## config.mk

```make
export PLATFORM = sky130hd
export DESIGN_NAME = load_store_unit
export DESIGN_NICKNAME = d
export VERILOG_FILES = /design/src/rtl/mem_pkg.sv /design/src/rtl/lsu_decode.sv /design/src/rtl/load_store_unit.sv
export SDC_FILE = /design/constraint.sdc
export NUM_CORES = 1
export LEC_CHECK = 0
export CORE_MARGIN = 2
export CORE_UTILIZATION = 40
export CTS_BUF_LIST = sky130_fd_sc_hd__clkbuf_8 sky130_fd_sc_hd__clkbuf_16
export DETAILED_ROUTE_END_ITERATION = 8
export PLACE_DENSITY = 0.76
export REMOVE_ABC_BUFFERS = 1
export SKIP_CTS_REPAIR_TIMING = 1
export SYNTH_ARGS = -nofsm -noshare
export SYNTH_HDL_FRONTEND = slang
export SYNTH_SLANG_ARGS = --single-unit
```

## constraint.sdc

```tcl
create_clock -name clk -period 4.52 [get_ports clk]
set_clock_uncertainty 0.1 [all_clocks]
set_input_delay 0.452 -clock clk [delete_from_list [all_inputs] [get_ports clk]]
set_output_delay 0.452 -clock clk [all_outputs]
set_load 0.02 [all_outputs]
```

## src/rtl/mem_pkg.sv

```systemverilog
// Shared types and encodings for the load/store unit and its memory port.
package mem_pkg;

  localparam int unsigned XLEN = 32;
  localparam int unsigned TIMEOUT_CYCLES_DEFAULT = 1024;

  typedef enum logic [1:0] {
    ST_IDLE   = 2'd0,
    ST_ACCESS = 2'd1,
    ST_DONE   = 2'd2
  } lsu_state_e;

  localparam logic [2:0] F3_B  = 3'b000;
  localparam logic [2:0] F3_H  = 3'b001;
  localparam logic [2:0] F3_W  = 3'b010;
  localparam logic [2:0] F3_BU = 3'b100;
  localparam logic [2:0] F3_HU = 3'b101;

  localparam logic [1:0] BHW_WORD = 2'b00;
  localparam logic [1:0] BHW_HALF = 2'b01;
  localparam logic [1:0] BHW_BYTE = 2'b10;

  // Registered request presented to memory.
  typedef struct packed {
    logic            rw;
    logic [XLEN-1:0] addr;
    logic [XLEN-1:0] data;
    logic [1:0]      bhw;
    logic            load_unsigned;
  } mem_req_t;

endpackage

```

## src/rtl/lsu_decode.sv

```systemverilog
// Combinational funct3 decode and alignment check for a MEM-stage request.
module lsu_decode
  import mem_pkg::*;
(
  input  logic       i_is_store,
  input  logic [2:0] i_funct3,
  input  logic [1:0] i_addr_lo,
  output logic       o_illegal,
  output logic       o_misaligned,
  output logic [1:0] o_bhw,
  output logic       o_load_unsigned
);

  logic w_legal;

  always_comb begin
    w_legal         = 1'b0;
    o_bhw           = BHW_WORD;
    o_load_unsigned = 1'b0;
    case (i_funct3)
      F3_B:  begin w_legal = 1'b1;        o_bhw = BHW_BYTE; end
      F3_H:  begin w_legal = 1'b1;        o_bhw = BHW_HALF; end
      F3_W:  begin w_legal = 1'b1;        o_bhw = BHW_WORD; end
      F3_BU: begin w_legal = !i_is_store; o_bhw = BHW_BYTE; o_load_unsigned = !i_is_store; end
      F3_HU: begin w_legal = !i_is_store; o_bhw = BHW_HALF; o_load_unsigned = !i_is_store; end
      default: w_legal = 1'b0;
    endcase
    o_illegal = !w_legal;
    // Alignment only has meaning once the access size is known.
    o_misaligned = w_legal &&
                   (((o_bhw == BHW_WORD) && (i_addr_lo != 2'b00)) ||
                    ((o_bhw == BHW_HALF) && i_addr_lo[0]));
  end

endmodule

```

## src/rtl/load_store_unit.sv

```systemverilog
// MEM-stage load/store unit: decodes a request, runs one memory handshake with
// timeout, and returns a one-cycle response with exception flags.
module load_store_unit
  import mem_pkg::*;
#(
  parameter int unsigned TIMEOUT_CYCLES = TIMEOUT_CYCLES_DEFAULT
) (
  input  logic            clk,
  input  logic            rst,
  input  logic            req_valid,
  input  logic            req_is_store,
  input  logic [2:0]      req_funct3,
  input  logic [XLEN-1:0] req_addr,
  input  logic [XLEN-1:0] req_wdata,
  input  logic [4:0]      req_rd,
  output logic            stall,
  output logic            resp_valid,
  output logic [XLEN-1:0] resp_rdata,
  output logic [4:0]      resp_rd,
  output logic            exc_misaligned,
  output logic            exc_illegal,
  output logic            exc_access_fault,
  output logic [XLEN-1:0] exc_addr,
  output logic            mem_valid,
  output logic            mem_rw,
  output logic [XLEN-1:0] mem_addr,
  output logic [XLEN-1:0] mem_data_in,
  output logic [1:0]      mem_byte_half_word,
  output logic            mem_is_load_unsigned,
  input  logic            mem_ready,
  input  logic            mem_out_of_range,
  input  logic [XLEN-1:0] mem_data_out
);

  localparam int unsigned CNT_W = (TIMEOUT_CYCLES > 1) ? $clog2(TIMEOUT_CYCLES) : 1;
  localparam logic [CNT_W-1:0] CNT_LAST = CNT_W'(TIMEOUT_CYCLES - 1);

  lsu_state_e      r_state;
  logic [CNT_W-1:0] r_cnt;
  mem_req_t        r_mem;
  logic [4:0]      r_rd;
  logic            r_mem_valid;
  logic            r_resp_valid;
  logic [XLEN-1:0] r_resp_rdata;
  logic [4:0]      r_resp_rd;
  logic            r_exc_mis;
  logic            r_exc_ill;
  logic            r_exc_af;
  logic [XLEN-1:0] r_exc_addr;

  logic       w_illegal;
  logic       w_misaligned;
  logic [1:0] w_bhw;
  logic       w_load_unsigned;
  logic       w_timeout;
  logic       w_complete;
  logic       w_fault;

  lsu_decode u_decode (
    .i_is_store      (req_is_store),
    .i_funct3        (req_funct3),
    .i_addr_lo       (req_addr[1:0]),
    .o_illegal       (w_illegal),
    .o_misaligned    (w_misaligned),
    .o_bhw           (w_bhw),
    .o_load_unsigned (w_load_unsigned)
  );

  // A ready arriving on the last counted cycle still completes successfully.
  assign w_timeout  = (r_cnt == CNT_LAST) && !mem_ready;
  assign w_complete = mem_ready || mem_out_of_range || (r_cnt == CNT_LAST);
  assign w_fault    = mem_out_of_range || w_timeout;

  always_ff @(posedge clk or negedge rst) begin
    if (!rst) begin
      r_state      <= ST_IDLE;
      r_cnt        <= '0;
      r_mem        <= '0;
      r_rd         <= '0;
      r_mem_valid  <= 1'b0;
      r_resp_valid <= 1'b0;
      r_resp_rdata <= '0;
      r_resp_rd    <= '0;
      r_exc_mis    <= 1'b0;
      r_exc_ill    <= 1'b0;
      r_exc_af     <= 1'b0;
      r_exc_addr   <= '0;
    end else begin
      case (r_state)
        ST_IDLE: begin
          if (req_valid) begin
            r_rd                <= req_rd;
            r_mem.rw            <= req_is_store;
            r_mem.addr          <= req_addr;
            r_mem.data          <= req_wdata;
            r_mem.bhw           <= w_bhw;
            r_mem.load_unsigned <= w_load_unsigned;
            if (w_illegal || w_misaligned) begin
              r_state      <= ST_DONE;
              r_resp_valid <= 1'b1;
              r_resp_rd    <= req_rd;
              r_exc_ill    <= w_illegal;
              r_exc_mis    <= w_misaligned;
              r_exc_addr   <= req_addr;
            end else begin
              r_state     <= ST_ACCESS;
              r_mem_valid <= 1'b1;
              r_cnt       <= '0;
            end
          end
        end
        ST_ACCESS: begin
          r_cnt <= r_cnt + CNT_W'(1);
          if (w_complete) begin
            r_state      <= ST_DONE;
            r_mem_valid  <= 1'b0;
            r_resp_valid <= 1'b1;
            r_resp_rd    <= r_rd;
            r_exc_af     <= w_fault;
            r_exc_addr   <= w_fault ? r_mem.addr : '0;
            r_resp_rdata <= (!r_mem.rw && !w_fault && (r_rd != 5'd0)) ? mem_data_out : '0;
          end
        end
        ST_DONE: begin
          r_state      <= ST_IDLE;
          r_resp_valid <= 1'b0;
          r_resp_rdata <= '0;
          r_resp_rd    <= '0;
          r_exc_mis    <= 1'b0;
          r_exc_ill    <= 1'b0;
          r_exc_af     <= 1'b0;
          r_exc_addr   <= '0;
        end
        default: r_state <= ST_IDLE;
      endcase
    end
  end

  // Hold is combinational so the pipeline freezes in the acceptance cycle.
  assign stall = rst && (((r_state == ST_IDLE) && req_valid) || (r_state == ST_ACCESS));

  assign resp_valid           = r_resp_valid;
  assign resp_rdata           = r_resp_rdata;
  assign resp_rd              = r_resp_rd;
  assign exc_misaligned       = r_exc_mis;
  assign exc_illegal          = r_exc_ill;
  assign exc_access_fault     = r_exc_af;
  assign exc_addr             = r_exc_addr;
  assign mem_valid            = r_mem_valid;
  assign mem_rw               = r_mem.rw;
  assign mem_addr             = r_mem.addr;
  assign mem_data_in          = r_mem.data;
  assign mem_byte_half_word   = r_mem.bhw;
  assign mem_is_load_unsigned = r_mem.load_unsigned;

endmodule

```

==> flow_summary.toml <==
[status]
outcome = "finished clean"

[synth]
synth_compound_area_share_pct = 20.29
synth_top_family_by_area = "compound AO/OA/AOI/OAI gates"
synth_edf_count = 0
synthFlopType = "dfrtp_1"
async_flop_share_pct = 100.0
syn_area_mm2 = 0.007233
ys_types = 47
netlist_instances = 626
synth-seq-area-share_pct = 55.01
synth.area.mux_share_pct = 12.85
avgSynthCellArea_um2 = 11.55
yosys_warnings = 0
ys_ff_latch = 159
synth-simple-area-share_pct = 5.674
synth_adder_area_share_pct = 0.8649
synth-xor-area-share_pct = 0

[cts]
htree_levels = 4
cts_buffer_depth = 2
clkLatencyLatePin_ns = 0.42
numCtsBuffers = 17
cts_tree = "done"
clock_sinks = 159
root_buffer = "clkbuf_16"
clk_pin_slew_ns = 0.06

[floorplanning]
core-area_mm2 = 0.01784
die_w_um = 138.5
rows = 49
io_pins = 253
initial_utilization_pct = 40.54
die_h_um = 138.5
design.die.area_mm2 = 0.01917

[timing]
fin_crit_ns = 2.987
fin_ws_ns = 1.533
maxSlewViolCount = 0
fmax_ghz = 0.3348
worst_slew_pin_slew_ns = 0.8805
finalCritPeriodShare_pct = 66.08
setup_viol = 0
relSlewSlack_pct = 40.95
rsz0062_at_grt = "no"
holdWs_ns = 0.3837
hold_viol = 0

[routing]
routed_wl_um = 20310
via_per_inst = 5.409
route.vias.total = 5966
first_pass_iters = 4
wl_per_cell_um = 18.41
post-route-drc-count = 0
drt_first_iter_violations = 383
ant_nets = 0

[final_layout]
syn_to_final_growth_pct = 46.01
drive_gt1_share_pct = 18.21
layout_common_cells = "clkdlybuf4s50_1 (251), dfrtp_1 (159), o21ai_0 (78)"
n_fill_cell = 1474
final_common_cell = "clkdlybuf4s50_1"
fin_nets = 975
fin_util_pct = 59.20

[setup_path]
crit_path_max_fanout = 12
cp.arrival_ns = 2.43
rr_startpoint = "r_cnt[0]"
start_kind = "flip-flop"
r2r_setup_slack_ns = 1.86
slowest_delay_ns = 0.65
required_ns = 3.97
worstSetupPathType = "reg -> out"
critPathSlowestCell = "clkdlybuf4s50_1"
path_cells = "inv_1 -> ha_1 -> nand2_1 -> a21boi_0 -> clkdlybuf4s50_1"
r2r_cells = 6
cp-end-kind = "primary output"
r2r_end = "exc_addr[6]"

[grt]
grt_usage_pct = 21.09
grt_pass1_vias = 6077
grt_start_max_net_pins = 59
grt_pass1_wl_um = 32450
grt_overflow = 0
antenna_found_initial = 1

[power_and_ir_drop]
intPower_mw = 4.824
swShare_pct = 37.96
switching_power_mw = 2.952
p_clk_share_pct = 19.3
power_frac_comb_pct = 49.3
vdd_ir_drop_max_v = 0.0003639
seq_power_share_pct = 31.4
power_density_mw_per_mm2 = 736.3
power.leakage_nw = 4.460

[place]
dp_hpwl_um = 13420
gp_congestion = 0.8290
pre_cts_ws_ns = 1.405
io_buffers = 252

[job]
maxCapViolCount = 0

[worst_hold_path]
holdPathEnd = "mem_byte_half_word[0]"
hold-path-cell-count = 2
hold_start = "mem_byte_half_word[0]"
min_path_type = "reg -> reg"
==> Yosys cell counts, drive strengths merged (2+ instances only) <==
master,number,area share (%)
a21boi,33,3.4
a21oi,12,0.83
a22o,5,0.61
a31o,32,3.9
a32oi,33,4.0
and2,3,0.26
and3,2,0.24
and4,2,0.24
buf,14,1.2
clkbuf,36,1.9
dfrtp,159,55
ha,5,0.86
inv,43,2.2
mux2,75,13
nand2,45,2.3
nand2b,4,0.35
nand3,4,0.28
nand4,4,0.35
nor2,2,0.10
nor4,2,0.17
o211ai,4,0.42
o21ai,78,5.4
o2bb2ai,2,0.24
o31ai,4,0.42
or3,4,0.35
or4,5,0.57
==> power by group through the flow <==
stage                     Combinational [mW]  Sequential (mW)  Clock, mW
after floorplan                         1.36             3.14          0
after global placement                  3.80             2.43          0
after detailed placement                3.85             2.45          0
after CTS                               3.87             2.44       1.54
after global routing                    4.08             2.52       1.60
final                                   3.83             2.44       1.50
==> through the flow <==
stage          instance area (um^2)  TNS [ns]  power, mW  std cells
2_1_floorplan                  7010    -7.007      4.500        576
3_3_place_gp                   9930         0      6.234       1069
3_5_place_dp                   9930         0      6.295       1069
4_1_cts                       10550         0      7.845       1101
5_1_grt                       10560         0      8.196       1103
6_report                      10560         0      7.776       1103
==> layer usage <==
metal / share of wire [%] / GRT usage, %
met1: 40 / 26.15
met2: 48 / 32.96
met3: 8.7 / 8.175
met5: 0 / 0
met4: 3.1 / 9.184
==> sequential cells by signal, summed over array words and instances (netlist names) <==
| signal | cells |
|---|---|
| mem_rw | 1 |
| resp_rdata | 32 |
| mem_addr | 32 |
| mem_byte_half_word | 2 |
| exc_misaligned | 1 |
| mem_is_load_unsigned | 1 |
| mem_valid | 1 |
| r_rd | 5 |
| exc_access_fault | 1 |
| r_state | 2 |
| resp_rd | 5 |
| exc_illegal | 1 |
| mem_data_in | 32 |
| exc_addr | 32 |
| resp_valid | 1 |
| r_cnt | 10 |
==> layout make-up <==
type / count / area [um^2] / share of cell area (%)
Clock buffer: 18 / 439.2 / 4.158
Antenna cell: 1 / 2.502 / 0.02369
Clock inverter: 14 / 180.2 / 1.706
Tap cell: 229 / 286.5 / 2.713
Timing Repair Buffer: 265 / 2624 / 24.84
Sequential cell: 159 / 3979 / 37.67
Inverter: 43 / 161.4 / 1.528
Multi-Input combinational cell: 374 / 2889 / 27.35
==> worst max-delay path: cells and delay by family (launching register included) <==
kind	cells	cell delay, ns
AO/OA/AOI/OAI	1	0.32
adder cells (fa/ha/maj)	1	0.26
buffers and inverters	2	0.75
flip-flops	1	0.41
AND/OR/NAND/NOR	1	0.27
==> cell families after synthesis <==
kind of cell | after synthesis
AO/OA/AOI/OAI | 212
multiplexers | 76
buffers and inverters | 93
AND/OR/NAND/NOR | 81
flip-flops | 159
adder cells (fa/ha/maj) | 5
==> how the worst max path moves through the flow <==
stage,to,slack [ns],start
global route,stall,1.42,r_state[0]
floorplan,r_cnt[8],-0.84,r_state[0]
detailed placement,exc_addr[31],1.40,req_addr[0]
finish,stall,1.53,r_state[0]
CTS,stall,1.58,r_state[0]
global placement,exc_addr[6],1.45,req_addr[0]
Note: power is estimated with default switching activity, not from simulation.
